===== src/rtl/list_pkg.sv =====
// ---------------------------------------------------------------------------
// list_pkg
//   Shared definitions for the linked-list builder and the sum traverser.
//   A node occupies NODE_WORDS consecutive words: the value at VAL_OFS and
//   the next pointer at NEXT_OFS. A next pointer equal to NULL_PTR ends the
//   list.
// ---------------------------------------------------------------------------
package list_pkg;

  typedef enum logic [2:0] {
    ST_IDLE    = 3'd0,
    ST_ACCEPT  = 3'd1,
    ST_WR_VAL  = 3'd2,
    ST_WR_NEXT = 3'd3,
    ST_DONE    = 3'd4
  } state_t;

  localparam int NODE_WORDS = 2;
  localparam int VAL_OFS    = 0;
  localparam int NEXT_OFS   = 1;
  localparam int NULL_PTR   = 0;

endpackage


===== src/rtl/node_alloc.sv =====
// ---------------------------------------------------------------------------
// node_alloc
//   Node slot allocator for the list builder. Owns the address of the node
//   currently being written and the count of nodes completed this session.
//
// Ports:
//   clk, rst_n  clock, asynchronous active-low reset
//   init        restart allocation at BASE_ADDR with a zero count
//   advance     current node finished: step to the next slot
//   cur_addr    address of the current node's value word
//   next_addr   address of the following node (cur_addr + NODE_WORDS)
//   node_cnt    nodes completed in this session
//   last_slot   current node is the final one that fits (MAX_NODES-1 done)
// ---------------------------------------------------------------------------
module node_alloc
  import list_pkg::*;
#(
  parameter int ADDR_W    = 8,
  parameter int BASE_ADDR = 0,
  parameter int MAX_NODES = 16
) (
  input  logic              clk,
  input  logic              rst_n,
  input  logic              init,
  input  logic              advance,
  output logic [ADDR_W-1:0] cur_addr,
  output logic [ADDR_W-1:0] next_addr,
  output logic [ADDR_W-1:0] node_cnt,
  output logic              last_slot
);

  // Modulo 2^ADDR_W; the parameter constraints keep this from wrapping.
  assign next_addr = cur_addr + ADDR_W'(NODE_WORDS);
  assign last_slot = (node_cnt == ADDR_W'(MAX_NODES - 1));

  // NOTE: sequential state uses non-blocking assignments so every register
  // samples pre-edge values, independent of statement order.
  always_ff @(posedge clk or negedge rst_n) begin
    if (!rst_n) begin
      cur_addr <= ADDR_W'(BASE_ADDR);
      node_cnt <= '0;
    end else if (init) begin
      cur_addr <= ADDR_W'(BASE_ADDR);
      node_cnt <= '0;
    end else if (advance) begin
      cur_addr <= next_addr;
      node_cnt <= node_cnt + 1'b1;
    end
  end

endmodule


===== src/rtl/list_builder.sv =====
// ---------------------------------------------------------------------------
// list_builder
//   Accepts a stream of values over a valid/ready handshake and writes them
//   into word-addressed memory as a singly linked list of {value, next}
//   nodes starting at BASE_ADDR. The list is terminated by a next pointer of
//   0, either on an element flagged in_last or when MAX_NODES is reached
//   (the latter also raises overflow). Each element costs three cycles:
//   accept, value write, pointer write.
//
// Optional build macro: LIST_BUILDER_CHECKSUM_EN adds a running sum of the
//   stored values (modulo 2^DATA_W) on the checksum output.
//
// Ports:
//   clk, rst_n  clock, asynchronous active-low reset
//   start       level; high = session active, low = abort to idle
//   in_valid    input element valid
//   in_data     element value
//   in_last     element is the final list node
//   in_ready    builder can accept an element this cycle
//   mem_we      memory write strobe
//   mem_addr    memory write address
//   mem_wdata   memory write data
//   head_addr   list head address (BASE_ADDR) for the traverser
//   node_cnt    nodes written in the current session
//   overflow    list truncated at MAX_NODES
//   done        list fully written and terminated
//   checksum    sum of stored values (LIST_BUILDER_CHECKSUM_EN only)
// ---------------------------------------------------------------------------
module list_builder
  import list_pkg::*;
#(
  parameter int DATA_W    = 8,
  parameter int ADDR_W    = 8,
  parameter int BASE_ADDR = 0,
  parameter int MAX_NODES = 16
) (
  input  logic              clk,
  input  logic              rst_n,
  input  logic              start,
  input  logic              in_valid,
  input  logic [DATA_W-1:0] in_data,
  input  logic              in_last,
  output logic              in_ready,
  output logic              mem_we,
  output logic [ADDR_W-1:0] mem_addr,
  output logic [DATA_W-1:0] mem_wdata,
  output logic [ADDR_W-1:0] head_addr,
  output logic [ADDR_W-1:0] node_cnt,
  output logic              overflow,
`ifdef LIST_BUILDER_CHECKSUM_EN
  output logic [DATA_W-1:0] checksum,
`endif
  output logic              done
);

  state_t            state_q, state_d;
  logic              last_q;
  logic              init, advance, term;
  logic [ADDR_W-1:0] cur_addr, next_addr;
  logic              last_slot;

  assign head_addr = ADDR_W'(BASE_ADDR);

  node_alloc #(
    .ADDR_W    (ADDR_W),
    .BASE_ADDR (BASE_ADDR),
    .MAX_NODES (MAX_NODES)
  ) u_alloc (
    .clk       (clk),
    .rst_n     (rst_n),
    .init      (init),
    .advance   (advance),
    .cur_addr  (cur_addr),
    .next_addr (next_addr),
    .node_cnt  (node_cnt),
    .last_slot (last_slot)
  );

  // The current node closes the list on an explicit last element or when it
  // occupies the final slot.
  assign term    = last_q || last_slot;
  assign init    = (state_q == ST_IDLE) && start;
  assign advance = (state_q == ST_WR_NEXT) && start;

  // Strobes are decoded from the registered state only, so an asynchronous
  // reset clears them immediately.
  assign in_ready = (state_q == ST_ACCEPT);
  assign mem_we   = (state_q == ST_WR_VAL) || (state_q == ST_WR_NEXT);
  assign done     = (state_q == ST_DONE);

  always_ff @(posedge clk or negedge rst_n) begin
    if (!rst_n) state_q <= ST_IDLE;
    else        state_q <= state_d;
  end

  // NOTE: state_d takes a default before any branch so no path leaves it
  // unassigned, which would otherwise infer a latch.
  always_comb begin
    state_d = state_q;
    if (!start) begin
      // Abort wins over every other transition.
      state_d = ST_IDLE;
    end else begin
      unique case (state_q)
        ST_IDLE:    state_d = ST_ACCEPT;
        ST_ACCEPT:  if (in_valid) state_d = ST_WR_VAL;
        ST_WR_VAL:  state_d = ST_WR_NEXT;
        ST_WR_NEXT: state_d = term ? ST_DONE : ST_ACCEPT;
        ST_DONE:    state_d = ST_DONE;
        default:    state_d = ST_IDLE;
      endcase
    end
  end

  // Write address/data are loaded one cycle ahead of the strobe so they are
  // registered outputs aligned with mem_we.
  always_ff @(posedge clk or negedge rst_n) begin
    if (!rst_n) begin
      mem_addr  <= '0;
      mem_wdata <= '0;
      last_q    <= 1'b0;
      overflow  <= 1'b0;
    end else if (start) begin
      unique case (state_q)
        ST_IDLE: begin
          overflow <= 1'b0;
        end
        ST_ACCEPT: begin
          if (in_valid) begin
            last_q    <= in_last;
            mem_addr  <= cur_addr + ADDR_W'(VAL_OFS);
            mem_wdata <= in_data;
          end
        end
        ST_WR_VAL: begin
          mem_addr  <= cur_addr + ADDR_W'(NEXT_OFS);
          mem_wdata <= term ? DATA_W'(NULL_PTR) : DATA_W'(next_addr);
        end
        ST_WR_NEXT: begin
          if (last_slot && !last_q) overflow <= 1'b1;
        end
        default: ;
      endcase
    end
  end

`ifdef LIST_BUILDER_CHECKSUM_EN
  // mem_wdata holds the node value throughout WR_VAL.
  always_ff @(posedge clk or negedge rst_n) begin
    if (!rst_n)                     checksum <= '0;
    else if (init)                  checksum <= '0;
    else if (state_q == ST_WR_VAL)  checksum <= checksum + mem_wdata;
  end
`endif

endmodule


===== config.mk =====
export PLATFORM = sky130hd
export DESIGN_NAME = list_builder
export DESIGN_NICKNAME = d
export VERILOG_FILES = /design/src/rtl/list_pkg.sv /design/src/rtl/node_alloc.sv /design/src/rtl/list_builder.sv
export SDC_FILE = /design/constraint.sdc
export NUM_CORES = 1
export LEC_CHECK = 0
export CAP_MARGIN = 30
export CORE_UTILIZATION = 62
export CTS_CLUSTER_DIAMETER = 80
export CTS_CLUSTER_SIZE = 14
export DETAILED_ROUTE_END_ITERATION = 6
export DONT_BUFFER_PORTS = 1
export PLACE_DENSITY = 0.85
export SYNTH_ARGS = -nofsm -noshare
export SYNTH_HDL_FRONTEND = slang
export SYNTH_HIERARCHICAL = 1
export SYNTH_SLANG_ARGS = --single-unit

===== constraint.sdc =====
create_clock -name clk -period 1.8 [get_ports clk]
set_input_delay 0.18 -clock clk [delete_from_list [all_inputs] [get_ports clk]]
set_output_delay 0.18 -clock clk [all_outputs]
set_load 0.005 [all_outputs]

==> flow_summary_export.csv <==
group,metric,value,unit
worst_setup_path,cp_data_arrival_time,1.93,ns
floorplan,core,3080,µm²
worst_setup_path,regToRegSetupSlack,0.14,ns
logic_synthesis,synthXorXnorAreaFrac,0.0864,
cells_and_area,mostFrequentLayoutCell,"dfrtp_1",
worst_setup_path,crit_chain,"nor2b_2, and3_4, nand4_1, or3_1, a21oi_1",
route,ant_nets,0,
floorplan,start_util,0.659,
grt,grt_pass1_wl,6400,µm
worst_setup_path,reg2reg_from,"state_q[2]",
placed_design,dp_hpwl,2790,µm
floorplan,dieArea,3500,µm²
grt,antenna_found_initial,0,
worst_setup_path,crit_family,"simple AND/OR/NAND/NOR gates",
logic_synthesis,syn-cell-area,2030,µm²
timing,rsz0062_at_grt,"false",
cells_and_area,num_antenna_cells,0,
timing,hold-worst-slack,0.0501,ns
route,wl_per_cell,15.0,µm
clocking,cts_tree,"done",
pwr,cellPowerDensity,818,nW/µm²
pwr,irDropWorstVdd,0.476,mV
min_path,hold_path.class,"primary input to register",
clocking,clock-sinks,36,
clocking,post_cts.repair.setup_buffers,0,
route,dr.pass1.iters,4,
timing,timing.fmax,601,MHz
worst_setup_path,rr_worst_depth,5,
grt,overflow,0,
cells_and_area,layout_common_cells,"36 x dfrtp_1, 30 x nor2_1, 15 x xor2_1",
worst_setup_path,critPathKind,"register to register",
logic_synthesis,synthAdderAreaFrac,0.0185,
clocking,cts_htree_levels,2,
logic_synthesis,ys_ff_latch,36,
logic_synthesis,ys_warn_count,6,
worst_setup_path,path_max_fanout,6,
worst_setup_path,crit_cells,5,
grt,first_global_vias,1494,
logic_synthesis,synth.area.mux_share,0.0204,
floorplan,die_y,59.2,µm
worst_setup_path,critPathMaxStageDelay,0.44,ns
route,vias,1524,
floorplan,boundaryPins,49,
worst_setup_path,startpoint,"state_q[2]",
worst_setup_path,critPathSlowestCell,"dfrtp_1",
clocking,clockBufferDepth,2,
timing,fin_tns_setup,0,ns
logic_synthesis,synth_cell_types,35,
route,via_per_inst,5.73,
clocking,cts_buffers,5,
worst_setup_path,r2r_end,"u_alloc/node_cnt[6]",
worst_setup_path,crit_end,"u_alloc/node_cnt[6]",
clocking,clock_latency,0.34,ns
min_path,hold_depth,2,
logic_synthesis,yosys.area_share.simple,0.221,
clocking,root_buffer,"clkbuf_4",
flow_run,maxCapViolations,0,
timing,fin_skew,0.00822,ns
cells_and_area,final_nets,238,
placed_design,gp_congestion,0.878,
worst_setup_path,worstSetupStartpointType,"register",
grt,track_usage,0.249,
logic_synthesis,yosysSeqAreaShare,0.444,
clocking,clkTransAtPathRegs,0.10,ns
logic_synthesis,synth_cells,209,
worst_setup_path,cp.required,2.07,ns
floorplan,chipWidth,59.2,µm
cells_and_area,area_delta_synth_final,9.56,%
floorplan,rows,20,
timing,hold_viol,0,
grt,grt_start_max_net_pins,37,
timing,setup_viol,0,
timing,slew_viol_final,0,
placed_design,portBuffers,0,
timing,post-route-period-util,0.925,
run_status,status,"complete, no violations",
route,drc_errors,0,
logic_synthesis,synth_top_family_by_area,"simple AND/OR/NAND/NOR gates",
cells_and_area,drive_above_1_share,0.176,
timing,fin_crit,1.66,ns
worst_setup_path,end_kind,"register",
pwr,cellLeakagePower,0.958,nW
logic_synthesis,synth_compound_gate_area_share,0.129,
route,drt_iter0_markers,70,
logic_synthesis,avgSynthCellArea,9.70,µm²
route,wl,3980,µm
worst_setup_path,critPathBufInv,0,
-- cell families (layout without fill, tap and decap cells) --
logic type,Yosys count,count (layout)
AO/OA/AOI/OAI,40,40
XOR/XNOR,20,20
adder cells (fa/ha/maj),3,3
buffers and inverters,21,26
flip-flops,36,36
multiplexers,4,4
other,2,10
AND/OR/NAND/NOR,83,83
-- layout make-up --
class | instances | area (µm²)
Timing Repair Buffer | 18 | 180
Multi-Input combinational cell | 160 | 1020
Fill cell | 217 | 856
Clock buffer | 7 | 65.1
Inverter | 1 | 3.75
Sequential cell | 36 | 901
Tap cell | 44 | 55.1
-- synth_stat cells --
master | number | share of area
conb_1 | 2 | 0.0037
nor4b_1 | 1 | 0.0043
a21oi_1 | 13 | 0.032
a21oi_2 | 10 | 0.043
o21a_1 | 1 | 0.0037
or3_1 | 5 | 0.015
mux2i_1 | 3 | 0.015
a31oi_1 | 8 | 0.025
and2b_1 | 3 | 0.011
and4b_1 | 1 | 0.0049
nor3_1 | 1 | 0.0025
nand3b_1 | 1 | 0.0037
buf_2 | 1 | 0.0025
nand2_1 | 9 | 0.017
clkbuf_1 | 2 | 0.0037
ha_1 | 3 | 0.019
nand2b_1 | 2 | 0.0062
nor3b_1 | 2 | 0.0074
and3_1 | 3 | 0.0093
buf_4 | 12 | 0.044
dfrtp_1 | 36 | 0.44
nor2_1 | 31 | 0.057
clkbuf_2 | 1 | 0.0025
nor3b_4 | 1 | 0.0093
buf_6 | 4 | 0.022
a21oi_4 | 1 | 0.0080
mux2_2 | 1 | 0.0056
o21ai_0 | 7 | 0.017
nor4bb_1 | 2 | 0.0099
nand3_1 | 3 | 0.0074
inv_1 | 1 | 0.0018
xor2_1 | 15 | 0.065
nor2b_1 | 7 | 0.022
nand4_1 | 11 | 0.034
xnor2_1 | 5 | 0.022
-- per-stage QoR --
stage / power, mW / utilization / setup slack, ns / std cells / instance area [µm²]
3_5_place_dp: 1.32 / 0.679 / 0.0588 / 255 / 2090
4_1_cts: 1.82 / 0.717 / 0.0293 / 266 / 2210
2_1_floorplan: 1.26 / - / 0.177 / 217 / 2060
6_report: 1.82 / 0.722 / 0.136 / 266 / 2220
5_1_grt: 1.92 / 0.722 / 0.0214 / 266 / 2220
3_3_place_gp: 1.30 / 0.679 / 0.118 / 255 / 2090
-- worst min-delay path by stage --
stage / endpoint / slack [ns] / startpoint
global placement: mem_wdata[0] / -0.11 / rst_n
detailed placement: mem_wdata[0] / -0.11 / rst_n
global route: last_q / 0.03 / start
CTS: last_q / 0.04 / start
floorplan: last_q / -0.12 / rst_n
finish: last_q / 0.05 / start
-- timing repair --
action                     4_1_cts  5_1_grt
setup endpoints to repair        0       13
hold buffers                     4        0
hold endpoints to repair        38        0
resized for setup                0        5
-- flip-flops by register name (all words and copies together), names as in the netlist --
register	count
mem_wdata	8
mem_addr	8
u_alloc/cur_addr	7
state_q	3
last_q	1
overflow	1
u_alloc/node_cnt	8
-- metal layers --
layer / up-vias / GRT usage / wire, µm
met5: - / 0 / 0
met4: 0 / 0.146 / 59
met3: 5 / 0.0590 / 180
met2: 49 / 0.422 / 2060
met1: 743 / 0.285 / 1680
li1: 727 / - / -
-- power breakdown --
part | internal (mW) | leakage [nW] | switching, mW
combinational | 0.138 | 0.465 | 0.183
clock | 0.221 | 0.0374 | 0.260
sequential | 0.924 | 0.456 | 0.0908
total | 1.28 | 0.958 | 0.533
Note: power is estimated with default switching activity, not from simulation.
